==> src/rtl/alu_nibble_seq_if.sv <==
// rtl/alu_nibble_seq_if.sv - bus between the nibble sequencer (master) and one 4-bit ALU slice (slave)
interface alu_nibble_seq_if;
  logic [3:0] slice_x;
  logic [3:0] slice_y;
  logic [5:0] slice_c;
  logic       slice_cin;
  logic [3:0] slice_out;
  logic       slice_cout;
  logic       slice_nz;

  modport master (
    output slice_x, slice_y, slice_c, slice_cin,
    input  slice_out, slice_cout, slice_nz
  );

  modport slave (
    input  slice_x, slice_y, slice_c, slice_cin,
    output slice_out, slice_cout, slice_nz
  );
endinterface

==> src/rtl/alu_nibble_seq.sv <==
// rtl/alu_nibble_seq.sv - nibble-serial sequencer driving one 4-bit ALU slice, LSB nibble first
// ALU_SEQ_OVERFLOW_EN adds the signed-overflow output v_flag.
module alu_nibble_seq #(
  parameter int NIBBLES = 4
) (
  input  logic                   clk,
  input  logic                   reset_n,
  input  logic                   start,
  input  logic [5:0]             op,
  input  logic [4*NIBBLES-1:0]   x,
  input  logic [4*NIBBLES-1:0]   y,
  input  logic                   cin,
  alu_nibble_seq_if.master       sl,
  output logic                   busy,
  output logic                   done,
  output logic [4*NIBBLES-1:0]   result,
  output logic                   cout,
  output logic                   z_flag,
  output logic                   n_flag
`ifdef ALU_SEQ_OVERFLOW_EN
  ,
  output logic                   v_flag
`endif
);

  localparam int W  = 4 * NIBBLES;
  localparam int SW = (NIBBLES > 1) ? $clog2(NIBBLES) : 1;
  localparam logic [SW-1:0] LAST = SW'(NIBBLES - 1);

  typedef enum logic [1:0] {
    S_IDLE = 2'd0,
    S_RUN  = 2'd1,
    S_DONE = 2'd2
  } state_t;

  state_t         state_q, state_d;
  logic [SW-1:0]  step_q, step_d;
  logic [5:0]     op_q, op_d;
  logic [W-1:0]   x_q, x_d;
  logic [W-1:0]   y_q, y_d;
  logic           cin_q, cin_d;
  logic           carry_q, carry_d;
  logic           nz_q, nz_d;
  logic [W-1:0]   result_q, result_d;
  logic           cout_q, cout_d;
  logic           z_q, z_d;
  logic           n_q, n_d;
`ifdef ALU_SEQ_OVERFLOW_EN
  logic           v_q, v_d;
  logic           ax, ay;
`endif

  always_ff @(posedge clk or negedge reset_n) begin
    if (!reset_n) begin
      state_q  <= S_IDLE;
      step_q   <= '0;
      op_q     <= '0;
      x_q      <= '0;
      y_q      <= '0;
      cin_q    <= 1'b0;
      carry_q  <= 1'b0;
      nz_q     <= 1'b0;
      result_q <= '0;
      cout_q   <= 1'b0;
      z_q      <= 1'b0;
      n_q      <= 1'b0;
`ifdef ALU_SEQ_OVERFLOW_EN
      v_q      <= 1'b0;
`endif
    end else begin
      state_q  <= state_d;
      step_q   <= step_d;
      op_q     <= op_d;
      x_q      <= x_d;
      y_q      <= y_d;
      cin_q    <= cin_d;
      carry_q  <= carry_d;
      nz_q     <= nz_d;
      result_q <= result_d;
      cout_q   <= cout_d;
      z_q      <= z_d;
      n_q      <= n_d;
`ifdef ALU_SEQ_OVERFLOW_EN
      v_q      <= v_d;
`endif
    end
  end

`ifdef ALU_SEQ_OVERFLOW_EN
  // Effective operand sign bits after the slice's enable/negate stage
  assign ax = (op_q[5] & x_q[W-1]) ^ op_q[4];
  assign ay = (op_q[3] & y_q[W-1]) ^ op_q[2];
`endif

  always_comb begin
    state_d  = state_q;
    step_d   = step_q;
    op_d     = op_q;
    x_d      = x_q;
    y_d      = y_q;
    cin_d    = cin_q;
    carry_d  = carry_q;
    nz_d     = nz_q;
    result_d = result_q;
    cout_d   = cout_q;
    z_d      = z_q;
    n_d      = n_q;
`ifdef ALU_SEQ_OVERFLOW_EN
    v_d      = v_q;
`endif

    unique case (state_q)
      S_IDLE: begin
        if (start) begin
          state_d = S_RUN;
          op_d    = op;
          x_d     = x;
          y_d     = y;
          cin_d   = cin;
          step_d  = '0;
          nz_d    = 1'b0;
        end
      end
      S_RUN: begin
        result_d[{step_q, 2'b00} +: 4] = sl.slice_out;
        carry_d = sl.slice_cout;
        nz_d    = nz_q | sl.slice_nz;
        if (step_q == LAST) begin
          // Flags are captured with the last nibble so they are already valid while done is high
          state_d = S_DONE;
          step_d  = '0;
          cout_d  = sl.slice_cout;
          z_d     = ~(nz_q | sl.slice_nz);
          n_d     = sl.slice_out[3];
`ifdef ALU_SEQ_OVERFLOW_EN
          v_d     = op_q[1] & (ax == ay) & (sl.slice_out[3] != ax);
`endif
        end else begin
          step_d = step_q + SW'(1);
        end
      end
      S_DONE: begin
        state_d = S_IDLE;
      end
      default: begin
        state_d = S_IDLE;
      end
    endcase
  end

  // step_q is held at 0 outside RUN, so IDLE shows nibble 0 and the latched carry-in
  assign sl.slice_x   = x_q[{step_q, 2'b00} +: 4];
  assign sl.slice_y   = y_q[{step_q, 2'b00} +: 4];
  assign sl.slice_c   = op_q;
  assign sl.slice_cin = (state_q == S_RUN && step_q != '0) ? carry_q : cin_q;

  assign busy   = (state_q != S_IDLE);
  assign done   = (state_q == S_DONE);
  assign result = result_q;
  assign cout   = cout_q;
  assign z_flag = z_q;
  assign n_flag = n_q;
`ifdef ALU_SEQ_OVERFLOW_EN
  assign v_flag = v_q;
`endif

endmodule
==> src/flat_wrapper.sv <==
// flat-port wrapper written by rule: the top's interface ports become plain ports
module alu_nibble_seq_flat 
#(
  parameter int NIBBLES = 4
)
  (clk, reset_n, start, op, x, y, cin, busy, done, result, cout, z_flag, n_flag, sl_slice_x, sl_slice_y, sl_slice_c, sl_slice_cin, sl_slice_out, sl_slice_cout, sl_slice_nz);
  alu_nibble_seq_if sl_i ();
  input  logic clk;
  input  logic reset_n;
  input  logic start;
  input  logic [5:0] op;
  input  logic [4*NIBBLES-1:0] x;
  input  logic [4*NIBBLES-1:0] y;
  input  logic cin;
  output logic busy;
  output logic done;
  output logic [4*NIBBLES-1:0] result;
  output logic cout;
  output logic z_flag;
  output logic n_flag;
  output wire logic [$bits(sl_i.slice_x)-1:0] sl_slice_x;
  output wire logic [$bits(sl_i.slice_y)-1:0] sl_slice_y;
  output wire logic [$bits(sl_i.slice_c)-1:0] sl_slice_c;
  output wire logic [$bits(sl_i.slice_cin)-1:0] sl_slice_cin;
  input wire logic [$bits(sl_i.slice_out)-1:0] sl_slice_out;
  input wire logic [$bits(sl_i.slice_cout)-1:0] sl_slice_cout;
  input wire logic [$bits(sl_i.slice_nz)-1:0] sl_slice_nz;
  assign sl_slice_x = sl_i.slice_x;
  assign sl_slice_y = sl_i.slice_y;
  assign sl_slice_c = sl_i.slice_c;
  assign sl_slice_cin = sl_i.slice_cin;
  assign sl_i.slice_out = sl_slice_out;
  assign sl_i.slice_cout = sl_slice_cout;
  assign sl_i.slice_nz = sl_slice_nz;
  alu_nibble_seq #(.NIBBLES(NIBBLES)) u_core (.clk(clk), .reset_n(reset_n), .start(start), .op(op), .x(x), .y(y), .cin(cin), .sl(sl_i), .busy(busy), .done(done), .result(result), .cout(cout), .z_flag(z_flag), .n_flag(n_flag));
endmodule
==> config.mk <==
export PLATFORM = sky130hd
export DESIGN_NAME = alu_nibble_seq_flat
export DESIGN_NICKNAME = d
export VERILOG_FILES = /design/src/rtl/alu_nibble_seq_if.sv /design/src/rtl/alu_nibble_seq.sv /design/src/flat_wrapper.sv
export SDC_FILE = /design/constraint.sdc
export NUM_CORES = 1
export LEC_CHECK = 0
export CORE_MARGIN = 5
export CORE_UTILIZATION = 40
export CTS_BUF_LIST = sky130_fd_sc_hd__clkbuf_8
export CTS_CLUSTER_DIAMETER = 80
export DETAILED_ROUTE_END_ITERATION = 16
export PLACE_DENSITY = 0.66
export SYNTH_ARGS = -nofsm -noshare
export SYNTH_HDL_FRONTEND = slang
export SYNTH_SLANG_ARGS = --single-unit
==> constraint.sdc <==
create_clock -name clk -period 2.4 [get_ports clk]
set_input_delay 0.36 -clock clk [delete_from_list [all_inputs] [get_ports clk]]
set_output_delay 0.36 -clock clk [all_outputs]
set_load 0.02 [all_outputs]
==> results of run 1 <==
[synth_stat cells, drive strengths merged]
library cell / count / area [µm²]
a21oi: 1 / 5.00
and3b: 3 / 26.3
and4b: 1 / 10.0
buf: 8 / 56.3
clkbuf: 4 / 15.0
dfrtp: 64 / 1600
ha: 6 / 75.1
inv: 14 / 52.6
mux2: 46 / 518
mux4: 8 / 180
nand2: 10 / 37.5
nand2b: 1 / 6.26
nand3b: 4 / 30.0
nand4b: 4 / 35.0
nand4bb: 1 / 11.3
nor2: 1 / 3.75
nor2b: 2 / 12.5
nor3b: 2 / 26.3
nor4bb: 1 / 10.0
o21bai: 1 / 7.51
o2bb2ai: 4 / 35.0
o31ai: 2 / 15.0
o32ai: 10 / 87.6
or2: 1 / 6.26
or3b: 1 / 8.76
or4b: 3 / 33.8
[cell type report]
type	instances	area, µm²	area share [%]
Sequential cell	64	1600	38.9
Multi-Input combinational cell	113	1180	28.7
Timing Repair Buffer	90	915	22.2
Clock buffer	12	165	4.01
Tap cell	99	124	3.01
Clock inverter	4	75.1	1.82
Inverter	14	52.6	1.28
[cell usage in the layout (no fill, tap or decap), types with 2 or more instances in the layout]
cell / netlist / final
buf_12: 0 / 2
o32ai_1: 10 / 10
nor2b_1: 2 / 2
and3b_1: 3 / 3
clkinvlp_4: 0 / 2
mux4_2: 8 / 8
nand3b_1: 4 / 4
dlygate4sd2_1: 0 / 5
mux2_2: 43 / 43
nand4b_1: 4 / 4
nand2_1: 10 / 10
bufinv_16: 0 / 2
dlymetal6s2s_1: 0 / 4
buf_4: 4 / 4
or4b_1: 2 / 2
ha_1: 6 / 6
mux2_1: 3 / 3
o2bb2ai_1: 4 / 4
inv_1: 14 / 14
o31ai_1: 2 / 2
dfrtp_1: 64 / 64
clkbuf_8: 0 / 12
clkdlybuf4s50_1: 0 / 73
[kinds of logic after synthesis]
kind of cell	Yosys count	share of synthesized area, %
compound gates	18	5.17
fa+ha+maj	6	2.58
buf+inv	26	4.26
flops	64	55.1
mux	54	24.0
simple gates	35	8.87
[power by group through the flow]
stage / combinational (mW) / clock (mW) / sequential [mW]
finish: 2.79 / 1.08 / 1.86
global placement: 2.87 / 0 / 1.87
floorplan: 1.60 / 0 / 2.07
global route: 3.02 / 1.16 / 1.93
CTS: 2.85 / 1.11 / 1.86
detailed placement: 2.90 / 0 / 1.88
[per-layer routing]
layer  vias to the layer above  track usage [%]  routed length (µm)
met5                         -                0                   0
met4                         0             6.97                  82
met3                         8             5.21                 451
met2                        53             22.8                2960
met1                       982             18.8                2550
li1                        921                -                   -
[worst max-delay path by stage]
stage	startpoint	end	depth (start not counted)
after floorplan	u_core.step_q[0]$_DFFE_PN0P_	sl_slice_cin	7
after global placement	u_core.step_q[0]$_DFFE_PN0P_	sl_slice_cin	5
after detailed placement	u_core.step_q[0]$_DFFE_PN0P_	sl_slice_cin	5
after CTS	u_core.step_q[0]$_DFFE_PN0P_	sl_slice_y[3]	3
after global routing	u_core.step_q[0]$_DFFE_PN0P_	sl_slice_cin	5
final	u_core.step_q[0]$_DFFE_PN0P_	sl_slice_cin	5
[flip-flops by register name, summed over array words and instances, names as in the netlist]
name,cells
u_core.carry_q,1
u_core.cin_q,1
u_core.cout,1
u_core.n_flag,1
u_core.nz_q,1
u_core.result,16
u_core.sl.slice_c,6
u_core.state_q,2
u_core.step_q,2
u_core.x_q,16
u_core.y_q,16
u_core.z_flag,1
[what timing repair did]
action,CTS,global route
setup endpoints to repair,9,4
hold buffers,0,0
gates resized for setup,6,5
[stage by stage]
stage                     worst slack [ns]  util, %   TNS, ns  hold WS, ns  instance area (µm²)
after floorplan                      0.197        -         0       0.0644                 2910
after global placement               0.296     53.8         0        0.432                 3860
after detailed placement             0.288     53.8         0        0.434                 3860
after CTS                         0.000706     57.1         0       0.0642                 4100
after global routing              -0.00471     57.3  -0.00471       0.0966                 4110
final                                0.128     57.3         0       0.0552                 4110
==> summary.txt, run 1 <==
CTS
  – Clk slew on worst S/H paths: 0.07 ns
  – CTS tree: done
  – H-tree depth: 3
  – Clk root buf: clkbuf_8
  – Post-CTS Setup Bufs: 0
  – # clock sinks: 64
  – CTS max path bufs: 2
  – Worst-Skew Late Latency: 0.33 ns
  – Num CTS Buffers: 9

Placement
  – Routability congestion estimate: 0.795
  – HPWL after DPL: 4360 µm
  – Placed Cells: 380
  – Port Buf Inserts: 83

Timing
  – Slew Limit Fails: 0
  – Rel. slew slack: 56.0%
  – Worst clock skew: 0.00982 ns
  – Crit path time final: 2.27 ns
  – Fmax: 0.440 GHz
  – Final setup fails: 0
  – Worst slew pin tran: 0.660 ns
  – Final period utilization: 94.7%
  – Fin. Hold Viols: 0

Detailed routing
  – ANT nets after route: 0
  – DRC viols: 0
  – Final wirelength: 6040 µm
  – Via count: 1,964
  – WL/cell: 15.3 µm
  – Routed vias/inst: 4.96
  – Drt pass-1 iters: 4
  – Starting DRT DRC Count: 49

Job
  – MaxCap Viol Count: 0

Floorplan
  – Die height: 95.2 µm
  – Placement Rows: 31
  – Die ar.: 9070 µm²
  – Core box area: 7180 µm²
  – IO Pins: 84
  – Initial Utilization: 40.5%
  – DIE WIDTH: 95.2 µm

Critical path
  – Cells on worst reg2reg path: 4
  – Reg2Reg Capture Point: u_core.result[14]$_DFFE_PN0P_
  – Required @ worst endpoint: 2.04 ns
  – Crit Path Category: flop to output port
  – CP Data Arrival Time: 1.91 ns
  – Worst path max stage delay: 0.38 ns
  – WP buf/inv: 2
  – FF-to-FF setup slack: 0.53 ns
  – CP startpoint kind: flop
  – R2r startpoint: u_core.step_q[0]$_DFFE_PN0P_
  – Worst setup EP type: output port
  – CP cell instances: inv_1, ha_1, nor3b_1, mux2_2, dlygate4sd2_1
  – Crit path max-delay family: buffers and inverters
  – CP max FO: 4
  – Critical-path top delay cell: dfrtp_1

Power
  – Switching Fraction: 34.5%
  – Static leakage: 1.72 nW
  – Seq pwr share: 32.4%
  – Overall Power: 5.73 mW
  – Comb power frac: 48.7%
  – Power per standard cell area: 1390 nW/µm²
  – Clk pwr share: 18.9%
  – Maximum VDD drop: 0.571 mV
  – Psw: 1.97 mW
  – Cell-internal power: 3.75 mW

Synth
  – Syn_nets: 257
  – Cell variety after synth: 31
  – Post-Synthesis Cell Area: 2910 µm²
  – Seq cells post-synth: 64
  – Syn Area/Cell: 14.3 µm²
  – Synth Instances: 203
  – Ys Warns: 0
  – Seq/Total Area, Yosys: 55.1%

Run status
  – Status: finished clean

Global routing
  – All-Layer GR Usage: 14.9%
  – Vias in the first global route: 2,169
  – Gr ovfl total: 0
  – Largest net degree at the start of global routing: 44
  – First-pass GRT wire length: 10,300 µm
  – Initial antenna violation count: 0

Min path
  – Worst Hold Class: input port to asynchronous set/reset pin

Final layout
  – Area Overhead vs Synth: 41.5%
  – N_diodes: 0
  – Filler cells: 611
  – Fin nets: 346
  – Ratio of cells with drive above 1 in the final layout: 26.6%
  – Fin cells: 396
Power figures use the tool's default switching activity.
==> inputs of run 2 (changes only) <==
Settings changed: CORE_ASPECT_RATIO set to 1.25.
Clock period 2.4 ns to 2.25 ns, I/O delays scaled along.
==> summary.txt, run 2 (synthesis results as in run 1) <==
Global routing
  – Largest net degree at the start of global routing: 32
  – Initial antenna violation count: 0
  – Vias in the first global route: 2,077
  – All-Layer GR Usage: 15.1%
  – First-pass GRT wire length: 10,600 µm
  – Gr ovfl total: 0

Final layout
  – Area Overhead vs Synth: 39.3%
  – Fin nets: 352
  – Filler cells: 610
  – Share of the core filled with cells: 57.7%
  – Commonest non-fill, non-tap cells in the layout: clkdlybuf4s50_1, dfrtp_1, mux2_2
  – N_diodes: 0
  – Ratio of cells with drive above 1 in the final layout: 26.6%
  – Commonest non-fill, non-tap cell in the layout: clkdlybuf4s50_1
  – Fin cells: 391

CTS
  – H-tree depth: 3
  – CTS tree: done
  – Num CTS Buffers: 9
  – Post-CTS Setup Bufs: 0
  – Clk root buf: clkbuf_8
  – # clock sinks: 64
  – Clk slew on worst S/H paths: 0.07 ns
  – CTS max path bufs: 2
  – Worst-Skew Late Latency: 0.33 ns

Critical path
  – CP startpoint kind: flop
  – CP Data Arrival Time: 1.82 ns
  – Required @ worst endpoint: 1.91 ns
  – Worst setup EP type: output port
  – Crit Path Category: flop to output port
  – CP max FO: 2

Timing
  – Sum Neg Setup Slack: 0 ns
  – Final setup fails: 0
  – Final period utilization: 95.7%
  – Crit path time final: 2.15 ns
  – Worst slew pin tran: 0.557 ns
  – Rel. slew slack: 62.9%
  – RSZ-0062 raised after global routing: no
  – Fin. Hold Viols: 0
  – Worst clock skew: 0.00674 ns
  – Slew Limit Fails: 0
  – Min Hold Slack: 0.494 ns
  – Fmax: 0.464 GHz

Placement
  – HPWL after DPL: 4900 µm
  – Routability congestion estimate: 0.707
  – Placed Cells: 376
  – Port Buf Inserts: 83

Floorplan
  – Core box area: 7020 µm²
  – Placement Rows: 34
  – Initial Utilization: 41.4%
  – IO Pins: 84
  – Die ar.: 9080 µm²
  – DIE WIDTH: 86.2 µm
  – Die height: 105 µm

Power
  – Overall Power: 5.83 mW
  – Power per standard cell area: 1440 nW/µm²
  – Maximum VDD drop: 0.639 mV
  – Static leakage: 1.69 nW

Detailed routing
  – DRC viols: 0
  – Final wirelength: 6570 µm
  – WL/cell: 16.8 µm
  – ANT nets after route: 0
  – Starting DRT DRC Count: 53
  – Via count: 1,997
  – Drt pass-1 iters: 4
  – Routed vias/inst: 5.11

Job
  – MaxCap Viol Count: 0

Run status
  – Status: finished clean

Min path
  – Worst Hold Class: flop to flop
run 2: per-layer routing:
layer | wire length, µm | global-route usage, %
met2 | 3380 | 25.1
met3 | 404 | 4.29
met5 | 0 | 0
met4 | 133 | 6.68
met1 | 2650 | 18.0
run 2: path summary, 6_finish.rpt:
kind | from | end | slack, ns | depth (start not counted)
hold reg to reg | u_core.x_q[9]$_DFFE_PN0P_ | u_core.x_q[9]$_DFFE_PN0P_ | 0.49 | 1
setup / recovery | u_core.step_q[0]$_DFFE_PN0P_ | sl_slice_cin | 0.1 | 5
max in group asynchronous | reset_n | u_core.z_flag$_DFFE_PN0P_ | 1.07 | 3
setup reg to reg | u_core.step_q[0]$_DFFE_PN0P_ | u_core.result[15]$_DFFE_PN0P_ | 0.40 | 4
min in group asynchronous | reset_n | u_core.y_q[2]$_DFFE_PN0P_ | 0.54 | 2
hold / removal | u_core.x_q[9]$_DFFE_PN0P_ | u_core.x_q[9]$_DFFE_PN0P_ | 0.49 | 1
run 2: layout make-up:
| cell class | instances | area [µm²] | share of cell area, % |
|---|---|---|---|
| inverters | 14 | 52.6 | 1.30 |
| clock buffers | 10 | 138 | 3.40 |
| flip-flops and latches | 64 | 1600 | 39.5 |
| repair buffers | 96 | 943 | 23.3 |
| clock inverters | 4 | 16.3 | 0.402 |
| multi-input cells | 113 | 1190 | 29.3 |
| well taps | 90 | 113 | 2.78 |
run 2: worst max-delay path, stage by stage (launching register included):
cell           delay (ns)
dfrtp_1              0.36
inv_1                0.07
ha_1                 0.21
nor3b_2              0.18
mux2_2               0.35
dlygate4sd2_1        0.32
run 2: report_power, final:
| group | internal, mW | switching, mW | total [mW] |
|---|---|---|---|
| sequential | 1.71 | 0.275 | 1.99 |
| clock | 0.404 | 0.410 | 0.814 |
| combinational | 1.58 | 1.45 | 3.03 |
run 2: timing repair:
action	in CTS	in global routing
hold buffers	1	0
gates cloned	0	0
endpoints found under the hold margin	10	0
setup endpoints to repair	9	1
gates resized for setup	10	1
run 2: through the flow:
step / setup slack, ns / cell area, µm²
after floorplan: 0.0690 / 2910
after global placement: 0.180 / 3890
after detailed placement: 0.177 / 3890
after CTS: 0.00167 / 4050
after global routing: 0.0184 / 4050
final: 0.0964 / 4050
==> inputs of run 3 (changes only) <==
Settings changed: PLACE_DENSITY 0.66 to 0.69.
Clock period 2.25 ns to 1.7 ns, I/O delays scaled along.
==> summary.txt, run 3 (synthesis results as in run 1) <==
Detailed routing
  – ANT nets after route: 0
  – Starting DRT DRC Count: 37
  – DRC viols: 0
  – Drt pass-1 iters: 4
  – Routed vias/inst: 5.04
  – Via count: 2,037
  – WL/cell: 16.4 µm
  – Final wirelength: 6640 µm

Power
  – Static leakage: 1.81 nW
  – Switching Fraction: 35.2%
  – Comb power frac: 55.0%
  – Clk pwr share: 13.9%
  – Seq pwr share: 31.1%
  – Power per standard cell area: 1980 nW/µm²
  – Cell-internal power: 5.57 mW
  – Overall Power: 8.60 mW
  – Psw: 3.03 mW
  – Maximum VDD drop: 0.897 mV

Global routing
  – Initial antenna violation count: 0
  – First-pass GRT wire length: 11,000 µm
  – Vias in the first global route: 2,240
  – Largest net degree at the start of global routing: 33
  – All-Layer GR Usage: 15.6%
  – Gr ovfl total: 0

Timing
  – Slew Limit Fails: 0
  – Worst slew pin tran: 0.522 ns
  – Worst clock skew: 0.00372 ns
  – Rel. slew slack: 65.2%
  – Final period utilization: 108%
  – Sum Neg Setup Slack: -1.18 ns
  – Crit path time final: 1.83 ns
  – RSZ-0062 raised after global routing: yes
  – Fin. Hold Viols: 0
  – Worst Setup Slack, final: -0.129 ns
  – Min Hold Slack: 0.445 ns
  – Final setup fails: 14
  – Fmax: 0.547 GHz

Final layout
  – Fin cells: 404
  – Fin nets: 366
  – Share of the core filled with cells: 61.8%
  – Ratio of cells with drive above 1 in the final layout: 39.2%
  – Final instance area: 4340 µm²
  – N_diodes: 0
  – Commonest non-fill, non-tap cell in the layout: clkdlybuf4s50_1
  – Commonest non-fill, non-tap cells in the layout: clkdlybuf4s50_1, dfrtp_1, mux2_2
  – Area Overhead vs Synth: 49.3%

CTS
  – Clk slew on worst S/H paths: 0.06 ns
  – Worst-Skew Late Latency: 0.33 ns
  – CTS tree: done
  – H-tree depth: 3
  – CTS max path bufs: 2
  – # clock sinks: 64
  – Clk root buf: clkbuf_8
  – Num CTS Buffers: 9

Placement
  – Worst slack, placed: -0.250 ns
  – HPWL after DPL: 4930 µm
  – Placed Cells: 384
  – Port Buf Inserts: 83
  – Routability congestion estimate: 0.728
  – Post-DP Area: 4020 µm²

Floorplan
  – Placement Rows: 34
  – Initial Utilization: 41.4%
  – Core box area: 7020 µm²
  – DIE WIDTH: 86.2 µm
  – Die ar.: 9080 µm²
  – Die height: 105 µm
  – IO Pins: 84

Job
  – MaxCap Viol Count: 0

Run status
  – Failing checks: negative setup slack
  – Status: finished with violations

Critical path
  – Critical-path top delay cell: dfrtp_2
  – Worst setup EP type: output port
  – CP startpoint kind: flop
  – CP max FO: 3
  – Required @ worst endpoint: 1.44 ns
  – WP buf/inv: 2
  – CP Data Arrival Time: 1.57 ns
  – Worst path max stage delay: 0.41 ns
  – CP cell instances: inv_4, ha_4, nor3b_4, mux2_4, buf_6
  – Crit Path Category: flop to output port
  – Crit path max-delay family: flip-flops

Min path
  – Worst Hold Class: input port to asynchronous set/reset pin
-- run 3: cell types whose count changed in the layout (fill, tap and decap cells not counted), sizes merged --
cell	before	now
buf	13	37
clkbuf	10	14
clkdlybuf4s50	73	71
clkinv	1	0
dlygate4sd2	9	0
inv	17	14
-- run 3: layout make-up --
class | count | area, µm²
clock buffer | 13 | 179
fill | 554 | 2680
inverter | 14 | 55.1
multi-input combinational | 113 | 1310
sequential | 64 | 1600
tap | 90 | 113
timing repair buffer | 110 | 1080
-- run 3: power by group through the flow --
stage          registers, mW  logic (mW)  clock network [mW]
2_1_floorplan           2.93        2.46                   0
3_3_place_gp            2.65        4.37                   0
3_5_place_dp            2.68        4.44                   0
4_1_cts                 2.68        4.72                1.25
5_1_grt                 2.77        5.06                1.32
6_report                2.67        4.73                1.20
-- run 3: final timing paths --
kind / depth (start not counted) / slack (ns) / to / from
hold / removal: 2 / 0.44 / u_core.sl.slice_c[5]$_DFFE_PN0P_ / reset_n
min in group clk: 1 / 0.48 / u_core.x_q[10]$_DFFE_PN0P_ / u_core.x_q[10]$_DFFE_PN0P_
hold reg to reg: 1 / 0.48 / u_core.x_q[10]$_DFFE_PN0P_ / u_core.x_q[10]$_DFFE_PN0P_
setup reg to reg: 7 / -0.07 / u_core.result[10]$_DFFE_PN0P_ / u_core.step_q[0]$_DFFE_PN0P_
setup / recovery: 5 / -0.13 / sl_slice_cin / u_core.step_q[0]$_DFFE_PN0P_
max in group asynchronous: 3 / 0.73 / u_core.step_q[0]$_DFFE_PN0P_ / reset_n
-- run 3: metal layers --
layer | GRT usage (%) | routed length, µm | vias to the layer above
li1 | - | - | 958
met4 | 5.35 | 69 | 0
met2 | 27.2 | 3590 | 54
met3 | 4.92 | 398 | 6
met1 | 17.7 | 2590 | 1019
met5 | 0 | 0 | -
-- run 3: timing repair --
action | CTS | global route
gates resized for setup | 68 | 9
setup buffers | 7 | 2
endpoints found under the setup margin | 17 | 25
hold buffers | 1 | 0
hold endpoints to repair | 19 | 0
pin swaps | 4 | 6
